<file path="src/rtl/alu_seq_pkg.sv">
// Shared constants for the sequential ALU: opcode encodings, FSM state type
// and flag bit positions within the {N,Z,C,V} flags vector.
package alu_seq_pkg;

    localparam logic [3:0] OP_HLT = 4'h0;
    localparam logic [3:0] OP_SKZ = 4'h1;
    localparam logic [3:0] OP_ADD = 4'h2;
    localparam logic [3:0] OP_AND = 4'h3;
    localparam logic [3:0] OP_XOR = 4'h4;
    localparam logic [3:0] OP_LDA = 4'h5;
    localparam logic [3:0] OP_STO = 4'h6;
    localparam logic [3:0] OP_JMP = 4'h7;
    localparam logic [3:0] OP_SUB = 4'h8;
    localparam logic [3:0] OP_OR  = 4'h9;
    localparam logic [3:0] OP_SHL = 4'hA;
    localparam logic [3:0] OP_SHR = 4'hB;
    localparam logic [3:0] OP_SRA = 4'hC;
    localparam logic [3:0] OP_MUL = 4'hD;

    localparam int FLG_N = 3;
    localparam int FLG_Z = 2;
    localparam int FLG_C = 1;
    localparam int FLG_V = 0;

    typedef enum logic [1:0] {
        IDLE,
        EXEC,
        DONE
    } state_t;

    function automatic logic is_shift(input logic [3:0] op);
        return (op == OP_SHL) || (op == OP_SHR) || (op == OP_SRA);
    endfunction

endpackage

</file>
<file path="src/rtl/alu_seq_if.sv">
// Operation/result handshake bundle between the issue side, the ALU and the
// write-back consumer. The ALU uses the slave view; the driver uses master.
interface alu_seq_if
    import alu_seq_pkg::*;
#(
    parameter int WIDTH = 8
);
    logic             in_valid;
    logic             in_ready;
    logic [3:0]       opcode;
    logic [WIDTH-1:0] in_a;
    logic [WIDTH-1:0] in_b;
    logic             out_valid;
    logic             out_ready;
    logic [WIDTH-1:0] alu_out;
    logic [3:0]       flags;
    logic             a_is_zero;
    logic             op_err;

    modport master (
        output in_valid, opcode, in_a, in_b, out_ready,
        input  in_ready, out_valid, alu_out, flags, a_is_zero, op_err
    );

    modport slave (
        input  in_valid, opcode, in_a, in_b, out_ready,
        output in_ready, out_valid, alu_out, flags, a_is_zero, op_err
    );
endinterface

</file>
<file path="src/rtl/alu_seq_comb.sv">
// Single-cycle ALU datapath: legacy ops, SUB, OR and flag generation.
// Shift opcodes reaching this block are the amount-0 case (pass A, C=0);
// opcode D and E/F are illegal here (pass A with op_err).
module alu_seq_comb
    import alu_seq_pkg::*;
#(
    parameter int WIDTH = 8
) (
    input  logic [3:0]       opcode,
    input  logic [WIDTH-1:0] a,
    input  logic [WIDTH-1:0] b,
    output logic [WIDTH-1:0] res,
    output logic [3:0]       flg,
    output logic             err
);
    logic [WIDTH:0] add_x;
    logic [WIDTH:0] sub_x;
    logic           c_bit;
    logic           v_bit;

    // Result, carry/overflow and N/Z selection for the single-cycle ops
    always_comb begin
        add_x = {1'b0, a} + {1'b0, b};
        sub_x = {1'b0, a} - {1'b0, b};
        res   = a;
        c_bit = 1'b0;
        v_bit = 1'b0;
        err   = 1'b0;
        case (opcode)
            OP_HLT, OP_SKZ, OP_STO, OP_JMP: res = a;
            OP_ADD: begin
                res   = add_x[WIDTH-1:0];
                c_bit = add_x[WIDTH];
                v_bit = (a[WIDTH-1] == b[WIDTH-1]) && (res[WIDTH-1] != a[WIDTH-1]);
            end
            OP_AND: res = a & b;
            OP_XOR: res = a ^ b;
            OP_LDA: res = b;
            OP_SUB: begin
                res   = sub_x[WIDTH-1:0];
                c_bit = sub_x[WIDTH];
                v_bit = (a[WIDTH-1] != b[WIDTH-1]) && (res[WIDTH-1] != a[WIDTH-1]);
            end
            OP_OR: res = a | b;
            OP_SHL, OP_SHR, OP_SRA: res = a;
            default: begin
                res = a;
                err = 1'b1;
            end
        endcase
        flg        = '0;
        flg[FLG_N] = res[WIDTH-1];
        flg[FLG_Z] = (res == '0);
        flg[FLG_C] = c_bit;
        flg[FLG_V] = v_bit;
    end
endmodule

</file>
<file path="src/rtl/alu_seq.sv">
// Handshaked multi-cycle ALU: IDLE/EXEC/DONE sequencer, bit-serial shifter
// and (with ALU_MUL_EN defined) a shift-add multiplier for opcode D.
// Without ALU_MUL_EN opcode D is an illegal, single-cycle op.
module alu_seq
    import alu_seq_pkg::*;
#(
    parameter int WIDTH = 8,
    parameter int SHW   = $clog2(WIDTH)
) (
    input  logic     clk,
    input  logic     rst_n,
    alu_seq_if.slave bus
);
    localparam int CW = SHW + 1;

    state_t           state, state_n;
    logic             in_ready_c;
    logic             accept;
    logic             start_exec;
    logic [SHW-1:0]   amt;

    logic [3:0]       opc_q;
    logic [WIDTH-1:0] work_q;
    logic [CW-1:0]    cnt_q;
    logic             az_q;

    logic [WIDTH-1:0] alu_out_q;
    logic [3:0]       flags_q;
    logic             a_is_zero_q;
    logic             op_err_q;

    logic [WIDTH-1:0] comb_res;
    logic [3:0]       comb_flg;
    logic             comb_err;

    logic [WIDTH-1:0] shift_n;
    logic             shift_c;
    logic [WIDTH-1:0] exec_res;
    logic             exec_c;
    logic             exec_v;
    logic [3:0]       exec_flg;

`ifdef ALU_MUL_EN
    logic [2*WIDTH-1:0] prod_q;
    logic [2*WIDTH-1:0] prod_n;
    logic [WIDTH-1:0]   mcand_q;
    logic [WIDTH:0]     psum;
`endif

    alu_seq_comb #(.WIDTH(WIDTH)) u_comb (
        .opcode (bus.opcode),
        .a      (bus.in_a),
        .b      (bus.in_b),
        .res    (comb_res),
        .flg    (comb_flg),
        .err    (comb_err)
    );

    assign amt = bus.in_b[SHW-1:0];

    // Decide whether an accepted op needs the multi-cycle EXEC phase
    always_comb begin
        start_exec = is_shift(bus.opcode) && (amt != '0);
`ifdef ALU_MUL_EN
        if (bus.opcode == OP_MUL) start_exec = 1'b1;
`endif
    end

    // State register
    always_ff @(posedge clk or negedge rst_n) begin
        if (!rst_n) state <= IDLE;
        else        state <= state_n;
    end

    // Next-state and handshake outputs
    always_comb begin
        state_n    = state;
        in_ready_c = 1'b0;
        accept     = 1'b0;
        case (state)
            IDLE: in_ready_c = 1'b1;
            EXEC: if (cnt_q == CW'(1)) state_n = DONE;
            DONE: begin
                in_ready_c = bus.out_ready;
                if (bus.out_ready) state_n = IDLE;
            end
            default: state_n = IDLE;
        endcase
        if (in_ready_c && bus.in_valid) begin
            accept  = 1'b1;
            state_n = start_exec ? EXEC : DONE;
        end
    end

    // One EXEC step: shifter next value, and the shift-add product step
    always_comb begin
        shift_n = work_q;
        shift_c = 1'b0;
        case (opc_q)
            OP_SHL: begin
                shift_n = {work_q[WIDTH-2:0], 1'b0};
                shift_c = work_q[WIDTH-1];
            end
            OP_SHR: begin
                shift_n = {1'b0, work_q[WIDTH-1:1]};
                shift_c = work_q[0];
            end
            OP_SRA: begin
                shift_n = {work_q[WIDTH-1], work_q[WIDTH-1:1]};
                shift_c = work_q[0];
            end
            default: ;
        endcase
        exec_res = shift_n;
        exec_c   = shift_c;
        exec_v   = 1'b0;
`ifdef ALU_MUL_EN
        psum   = {1'b0, prod_q[2*WIDTH-1:WIDTH]} + (prod_q[0] ? {1'b0, mcand_q} : '0);
        prod_n = {psum, prod_q[WIDTH-1:1]};
        if (opc_q == OP_MUL) begin
            exec_res = prod_n[WIDTH-1:0];
            exec_c   = |prod_n[2*WIDTH-1:WIDTH];
            exec_v   = exec_c;
        end
`endif
        exec_flg        = '0;
        exec_flg[FLG_N] = exec_res[WIDTH-1];
        exec_flg[FLG_Z] = (exec_res == '0);
        exec_flg[FLG_C] = exec_c;
        exec_flg[FLG_V] = exec_v;
    end

    // Operand capture, EXEC sequencing and result registers
    always_ff @(posedge clk or negedge rst_n) begin
        if (!rst_n) begin
            opc_q       <= '0;
            work_q      <= '0;
            cnt_q       <= '0;
            az_q        <= 1'b0;
            alu_out_q   <= '0;
            flags_q     <= '0;
            a_is_zero_q <= 1'b0;
            op_err_q    <= 1'b0;
`ifdef ALU_MUL_EN
            prod_q      <= '0;
            mcand_q     <= '0;
`endif
        end else if (accept) begin
            opc_q  <= bus.opcode;
            work_q <= bus.in_a;
            az_q   <= (bus.in_a == '0);
            cnt_q  <= CW'(amt);
`ifdef ALU_MUL_EN
            prod_q  <= {{WIDTH{1'b0}}, bus.in_b};
            mcand_q <= bus.in_a;
            if (bus.opcode == OP_MUL) cnt_q <= CW'(WIDTH);
`endif
            if (!start_exec) begin
                alu_out_q   <= comb_res;
                flags_q     <= comb_flg;
                op_err_q    <= comb_err;
                a_is_zero_q <= (bus.in_a == '0);
            end
        end else if (state == EXEC) begin
            cnt_q  <= cnt_q - CW'(1);
            work_q <= shift_n;
`ifdef ALU_MUL_EN
            prod_q <= prod_n;
`endif
            if (cnt_q == CW'(1)) begin
                alu_out_q   <= exec_res;
                flags_q     <= exec_flg;
                op_err_q    <= 1'b0;
                a_is_zero_q <= az_q;
            end
        end
    end

    assign bus.in_ready  = in_ready_c;
    assign bus.out_valid = (state == DONE);
    assign bus.alu_out   = alu_out_q;
    assign bus.flags     = flags_q;
    assign bus.a_is_zero = a_is_zero_q;
    assign bus.op_err    = op_err_q;
endmodule

</file>
<file path="src/flat_wrapper.sv">
// flat-port wrapper written by rule: the top's interface ports become plain ports
module alu_seq_flat import alu_seq_pkg::*;
#(
    parameter int WIDTH = 8,
    parameter int SHW   = $clog2(WIDTH)
)
  (clk, rst_n, bus_in_valid, bus_opcode, bus_in_a, bus_in_b, bus_out_ready, bus_in_ready, bus_out_valid, bus_alu_out, bus_flags, bus_a_is_zero, bus_op_err);
  alu_seq_if #(.WIDTH(WIDTH)) bus_i ();
  input  logic clk;
  input  logic rst_n;
  input wire logic [$bits(bus_i.in_valid)-1:0] bus_in_valid;
  input wire logic [$bits(bus_i.opcode)-1:0] bus_opcode;
  input wire logic [$bits(bus_i.in_a)-1:0] bus_in_a;
  input wire logic [$bits(bus_i.in_b)-1:0] bus_in_b;
  input wire logic [$bits(bus_i.out_ready)-1:0] bus_out_ready;
  output wire logic [$bits(bus_i.in_ready)-1:0] bus_in_ready;
  output wire logic [$bits(bus_i.out_valid)-1:0] bus_out_valid;
  output wire logic [$bits(bus_i.alu_out)-1:0] bus_alu_out;
  output wire logic [$bits(bus_i.flags)-1:0] bus_flags;
  output wire logic [$bits(bus_i.a_is_zero)-1:0] bus_a_is_zero;
  output wire logic [$bits(bus_i.op_err)-1:0] bus_op_err;
  assign bus_i.in_valid = bus_in_valid;
  assign bus_i.opcode = bus_opcode;
  assign bus_i.in_a = bus_in_a;
  assign bus_i.in_b = bus_in_b;
  assign bus_i.out_ready = bus_out_ready;
  assign bus_in_ready = bus_i.in_ready;
  assign bus_out_valid = bus_i.out_valid;
  assign bus_alu_out = bus_i.alu_out;
  assign bus_flags = bus_i.flags;
  assign bus_a_is_zero = bus_i.a_is_zero;
  assign bus_op_err = bus_i.op_err;
  alu_seq #(.WIDTH(WIDTH), .SHW(SHW)) u_core (.clk(clk), .rst_n(rst_n), .bus(bus_i));
endmodule
</file>
<file path="config.mk">
export PLATFORM = sky130hd
export DESIGN_NAME = alu_seq_flat
export DESIGN_NICKNAME = d
export VERILOG_FILES = /design/src/rtl/alu_seq_pkg.sv /design/src/rtl/alu_seq_if.sv /design/src/rtl/alu_seq_comb.sv /design/src/rtl/alu_seq.sv /design/src/flat_wrapper.sv
export SDC_FILE = /design/constraint.sdc
export NUM_CORES = 1
export LEC_CHECK = 0
export BUFFER_PORTS_ARGS = -buffer_cell sky130_fd_sc_hd__buf_4
export CAP_MARGIN = 25
export CORE_ASPECT_RATIO = 0.9
export CORE_MARGIN = 2
export CORE_UTILIZATION = 54
export CTS_BUF_LIST = sky130_fd_sc_hd__clkbuf_4
export DETAILED_ROUTE_END_ITERATION = 12
export PLACE_DENSITY = 0.72
export SKIP_LAST_GASP = 1
export SLEW_MARGIN = 0
export SYNTH_ARGS = -nofsm -noshare
export SYNTH_HDL_FRONTEND = slang
export SYNTH_SLANG_ARGS = --single-unit
</file>
<file path="constraint.sdc">
create_clock -name clk -period 3.2 [get_ports clk]
set_input_delay 0.16 -clock clk [delete_from_list [all_inputs] [get_ports clk]]
set_output_delay 0.16 -clock clk [all_outputs]
set_load 0.02 [all_outputs]
</file>
== Word level (Yosys, flattened, before mapping) ==
Index checks and enable logic that the tools add are counted.
Storage, ports and cells
  bits in registers: 33
  input bits: 24
  output and inout port bits: 16
  word-level logic and storage cells: 92
Operators by class
  add/subtract/negate cells: 3
  equality and inequality tests: 26
  mux-type cells: 33
  bitwise logic cells: 3
  reductions and logical operators: 18
Operators with widths (count)
  two-way mux 8 bit: 6
  one-hot mux 8 bit (6 select lines): 1
  equality test 4 bit (second input constant): 8
  zero test 8 bit: 3
  two-way mux 4 bit: 6
  one-hot mux 8 bit (3 select lines): 1
  equality test 4 x 3 -> 1 bit (second input constant): 4
  OR reduction 13 bit: 1
  two-way mux 1 bit: 10
  adder 8 x 8 -> 9 bit: 1
  subtractor 8 x 8 -> 9 bit: 1
  bitwise AND 8 bit: 1
  equality test 4 x 1 -> 1 bit (second input constant): 2
  equality test 4 x 2 -> 1 bit (second input constant): 2
  two-way mux 2 bit: 4
  OR 8 bit: 1
  one-hot mux 1 bit (2 select lines): 4
  bitwise XOR 8 bit: 1
  one-hot mux 2 bit (3 select lines): 1
  AND reduction 3 bit: 2
  logical AND 1 bit: 4
  zero test 4 bit: 1
  nonzero test 2 bit: 2
  subtractor 4 x 1 -> 4 bit (second input constant): 1
  12 further kinds: 15

== Depth between registers and ports, before layout ==
  depth after elaboration: 6
  gate-level depth with buffers: 11
  depth with buffers taken out: 11

== Modules after synthesis ==
Synthesis repeated with hierarchy kept, for this count alone.
Unflattened totals
  cells, all modules: 403
  area, all modules: 3382.0 sq um
Modules (own cells, without submodules)
  alu_seq: instances 1, cells each 198, area an instance 1958.1 sq um, sequential area each 825.8 sq um
  alu_seq_comb: instances 1, cells each 205, area an instance 1423.9 sq um, sequential area each 0.0 sq um

== Worst setup path before layout ==
OpenSTA, ideal clock, no wires.
  kind: in2reg
  start: input port bus_in_b[1]
  end: register u_core.flags_q[2] (netlist: u_core.bus.flags[2])
  setup time: 0.092 ns
  arrival: 2.007 ns
  required time: 3.108 ns
  slack: 1.101 ns
  stages on the path: 9
  buffers on the path: 0
  path through: inv_1 -> ha_1 -> or2_2 -> a211oi_1 -> o22ai_1 -> a32o_1 -> o32ai_1 -> nand2_1 -> o31ai_2
On the way
  word-level cells in the longest chain between the ends: 5
  elaborated cells on any way between the ends: 13
  those cells by class: add/sub: 2; eq/ne: 1; mux: 3; bitwise: 3; reduce/logical: 4
RTL lines
  from (decl): RTL line flat_wrapper.sv:14  | input wire logic [$bits(bus_i.in_b)-1:0] bus_in_b;
  subtractor 8 x 8 -> 9 bit, or another cell as far along: RTL line alu_seq_comb.sv:24  | sub_x = {1'b0, a} - {1'b0, b};
  one-hot mux 8 bit (6 select lines): RTL line alu_seq_comb.sv:29  | case (opcode)
  zero test 8 bit: RTL line alu_seq_comb.sv:53  | flg[FLG_Z] = (res == '0);
  two-way mux 4 bit: RTL line alu_seq.sv:158  | if (!start_exec) begin
  two-way mux 4 bit: RTL line alu_seq.sv:148  | end else if (accept) begin
  to (signal assigned): RTL line alu_seq.sv:160  | flags_q <= comb_flg;
  to (signal assigned): RTL line alu_seq.sv:172  | flags_q <= exec_flg;
  to (decl): RTL line alu_seq.sv:28  | logic [3:0] flags_q;
Parallel ways exist; a longest one is shown, timed or not. The select of a mux whose other input is x is not followed.
A chain may end at the register's enable or synchronous reset.

== Final worst setup path ==
  start: register u_core.cnt_q[1]
  end: register u_core.flags_q[2] (netlist: u_core.bus.flags[2])
On the way
  word-level cells in the longest chain between the ends: 3
RTL lines
  from (decl): RTL line alu_seq.sv:24  | logic [CW-1:0] cnt_q;
  from (signal assigned): RTL line alu_seq.sv:152  | cnt_q <= CW'(amt);
  from (signal assigned): RTL line alu_seq.sv:165  | cnt_q <= cnt_q - CW'(1);
  equality test 4 x 1 -> 1 bit: RTL line alu_seq.sv:170  | if (cnt_q == CW'(1)) begin
  nonzero test 2 bit (no source line)
  AND reduction 3 bit (no source line)
No other way between the ends.

==> results_dict.tcl <==
set metrics [dict create \
    synth_ff_type "dfrtp_1" \
    reg2reg_slack_ps 820 \
    synthTopCellsByArea "dfrtp_1 24%, ha_1 9.9%, o21ai_0 4.7%" \
    cts_buffers 5 \
    cts_tree "done" \
    crit_type "reg -> reg" \
    synth_nets 466 \
    clock_tree.buffer_depth 2 \
    period_minus_slack_ps 2380 \
    clk_latency_ps 330 \
    peakVddDrop_mv 0.439 \
    seqPwrFrac 0.351 \
    pwr-share-comb 0.487 \
    placementRows 26 \
    r2r_cells 9 \
    antennaDiodeCount 0 \
    grt_overflow_total 0 \
    slew_violations 0 \
    fmax_mhz 420 \
    synth_edf_count 0 \
    grt_pass1_wl_mm 15.8 \
    p_leak_nw 1.62 \
    cp.required_ps 3460 \
    seq_area_frac_synth 0.244 \
    drv_cap 0 \
    p_int_mw 1.11 \
    hold_start "bus_in_a[4]" \
    critPathArrivalTime_ps 2640 \
    start_util 0.569 \
    grt_start_max_net_pins 33 \
    fin_worst_skew_ps 8.36 \
    antenna_found_initial 0 \
    synth_top_area_share 0.244 \
    regToRegEndpoint "u_core.bus.flags[2]$_DFFE_PN0P_" \
    grtUsageTotal 0.303 \
    ys_types 72 \
    ys_seq_elements 32 \
    slew_headroom 0.515 \
    vias 3373 \
    chipHeight_um 77.9 \
    die_w_um 86.1 \
    drc_errors 0 \
    final_core_util 0.636 \
    ios 40 \
    antenna_left 0 \
    period_share 0.744 \
    setup_tns_ps 0 \
    holdPathStages 3 \
    hp-class "in -> reg" \
    crit_fanout 11 \
    swShare 0.434 \
    totalWireLength_mm 9.98 \
    drtPass1Iterations 5 \
    dr.first_iter.drc_count 383 \
    dp_hpwl_mm 7.50 \
    switching_power_mw 0.851 \
    core-area_um2 5760 \
    avgSynthCellArea_um2 7.91 \
    power_mw 1.96 \
    cts_max_level 2 \
    grt_pass1_vias 2940 \
    powerDensity_nw_per_um2 535 \
    tightest_slew_ps 709 \
    ys_warn_count 0 \
    setup_viol 0 \
    min_to "u_core.work_q[4]$_DFFE_PN0P_" \
    wire_per_inst_um 19.5 \
    drive_above_1_share 0.151 \
    die-area_um2 6710 \
    yosys.area.top_type "dfrtp_1" \
    timing.rr.start "u_core.cnt_q[1]$_DFFE_PN0P_" \
    run_status "finished, final reports clean" \
    startpoint_type "register" \
    synthCells 414 \
    clkPwrFrac 0.161 \
    io_buffers 39 \
    design.final.nets 494 \
    crit_path_end_kind "register" \
    clock_tree.root_cell "clkbuf_4" \
    final_hold_viol_count 0 \
    cts_sinks 32 \
    syn2layout_area_growth_pct 11.7 \
    routed_via_density 6.58 \
    clk_pin_slew_ps 100 \
    async_flop_share 1.00 \
    rsz0062_at_grt "no" \
    globalplace.congestion 0.942 \
    syn_area_um2 3280 \
]
[critical path: stages (launching register included)]
cell,delay (ps)
dfrtp_1,400
inv_1,90
ha_1,140
nor3b_1,250
nand2_1,230
o21ai_0,300
buf_4,290
nor4b_2,220
nand4_1,150
o31ai_2,230
[routing by layer]
layer	track usage	part of all wire
met5	0	0
met4	0.0460	0.0072
met3	0.0585	0.090
met2	0.432	0.43
met1	0.478	0.47
[final cells by class]
class	count	area (um^2)
Inverter	35	131
Clock buffer	6	45.0
Timing Repair Buffer	44	333
Clock inverter	2	35.0
Tap cell	70	87.6
Fill cell	520	2100
Sequential cell	32	801
Multi-Input combinational cell	324	2230
[kinds of logic (layout without fill, tap and decap cells)]
| group | count (synthesis) | in the layout | synth area share |
|---|---|---|---|
| XOR/XNOR | 6 | 6 | 0.0160 |
| AND/OR/NAND/NOR | 136 | 136 | 0.218 |
| multiplexers | 5 | 5 | 0.0168 |
| flip-flops | 32 | 32 | 0.244 |
| buffers and inverters | 58 | 87 | 0.0756 |
| adder cells (fa/ha/maj) | 28 | 28 | 0.112 |
| AO/OA/AOI/OAI | 149 | 149 | 0.317 |
[cell usage in the layout, fill, tap and decap left out, types with 3 or more instances in the layout]
master,Yosys,routed
a211oi_1,3,3
a21o_1,7,7
a21oi_1,29,29
a221o_1,4,4
a22o_1,5,5
a22oi_1,13,13
a2bb2oi_1,3,3
a31oi_1,5,5
a32o_1,3,3
a32oi_1,4,4
and3_1,4,4
buf_4,3,43
clkbuf_4,0,6
dfrtp_1,32,32
ha_1,26,26
inv_1,35,35
mux2_2,4,4
nand2_1,37,37
nand2b_1,7,7
nand3_1,7,7
nand4_1,3,3
nor2_1,27,27
nor2b_1,14,14
nor3_1,9,9
nor3b_1,4,4
nor4_1,4,4
o211ai_1,4,4
o21a_1,3,3
o21ai_0,31,31
o221ai_1,5,5
o22ai_1,7,7
xnor2_1,4,4
[cells in the mapped netlist, drive strengths merged, types with 3 or more instances]
cell type	n
a22oi	13
nand4	3
xnor2	4
ha	26
o21ai	32
nor4b	3
o221ai	5
a21o	7
a21oi	30
nor3b	4
a32o	3
o22ai	7
a31oi	5
nor2	28
mux2	4
inv	35
or3b	3
or2	3
nor4	4
nand3	7
clkbuf	14
a32oi	4
a2bb2oi	3
nor3	9
a22o	5
nor2b	14
and3	4
buf	9
dfrtp	32
a211oi	3
nand2	37
a221o	4
nand2b	7
o211ai	5
o21a	4
[what timing repair did]
action | CTS | global route
hold buffers | 1 | 0
hold endpoints to repair | 32 | 0
buffers inserted | 0 | 0
gates resized for setup | 0 | 0
[power groups by stage]
stage               Clock (mW)  Combinational, mW  Sequential [mW]
floorplan                    0              0.585            0.710
global placement             0              0.929            0.688
detailed placement           0              0.940            0.691
CTS                      0.319              0.946            0.684
global route             0.341               1.04            0.709
finish                   0.316              0.955            0.688
[flip-flops by register name, summed over array words and instances, names as in the netlist]
signal                flops
u_core.az_q               1
u_core.bus.a_is_zero      1
u_core.bus.alu_out        7
u_core.bus.flags          4
u_core.bus.op_err         1
u_core.cnt_q              4
u_core.opc_q              4
u_core.state              2
u_core.work_q             8
[worst max path at each step]
stage	from	endpoint	slack, ps	cells after the start
2_1_floorplan	bus_in_b[1]	u_core.bus.flags[2]$_DFFE_PN0P_	1100	9
3_3_place_gp	bus_in_a[0]	u_core.bus.flags[2]$_DFFE_PN0P_	740	12
3_5_place_dp	bus_in_b[1]	u_core.bus.flags[2]$_DFFE_PN0P_	730	10
4_1_cts	u_core.cnt_q[1]$_DFFE_PN0P_	u_core.bus.flags[2]$_DFFE_PN0P_	830	9
5_1_grt	u_core.cnt_q[1]$_DFFE_PN0P_	u_core.bus.flags[2]$_DFFE_PN0P_	640	9
6_report	u_core.cnt_q[1]$_DFFE_PN0P_	u_core.bus.flags[2]$_DFFE_PN0P_	820	9
[per-stage QoR]
step | setup WS (ps) | hold slack (ps) | instances | area [um^2]
2_1_floorplan | 1100 | -136 | 414 | 3280
3_3_place_gp | 744 | 125 | 504 | 3570
3_5_place_dp | 726 | 126 | 504 | 3570
4_1_cts | 831 | 82.2 | 513 | 3660
5_1_grt | 640 | 111 | 513 | 3660
6_report | 820 | 94.6 | 513 | 3660
Note: power is estimated with default switching activity, not from simulation.
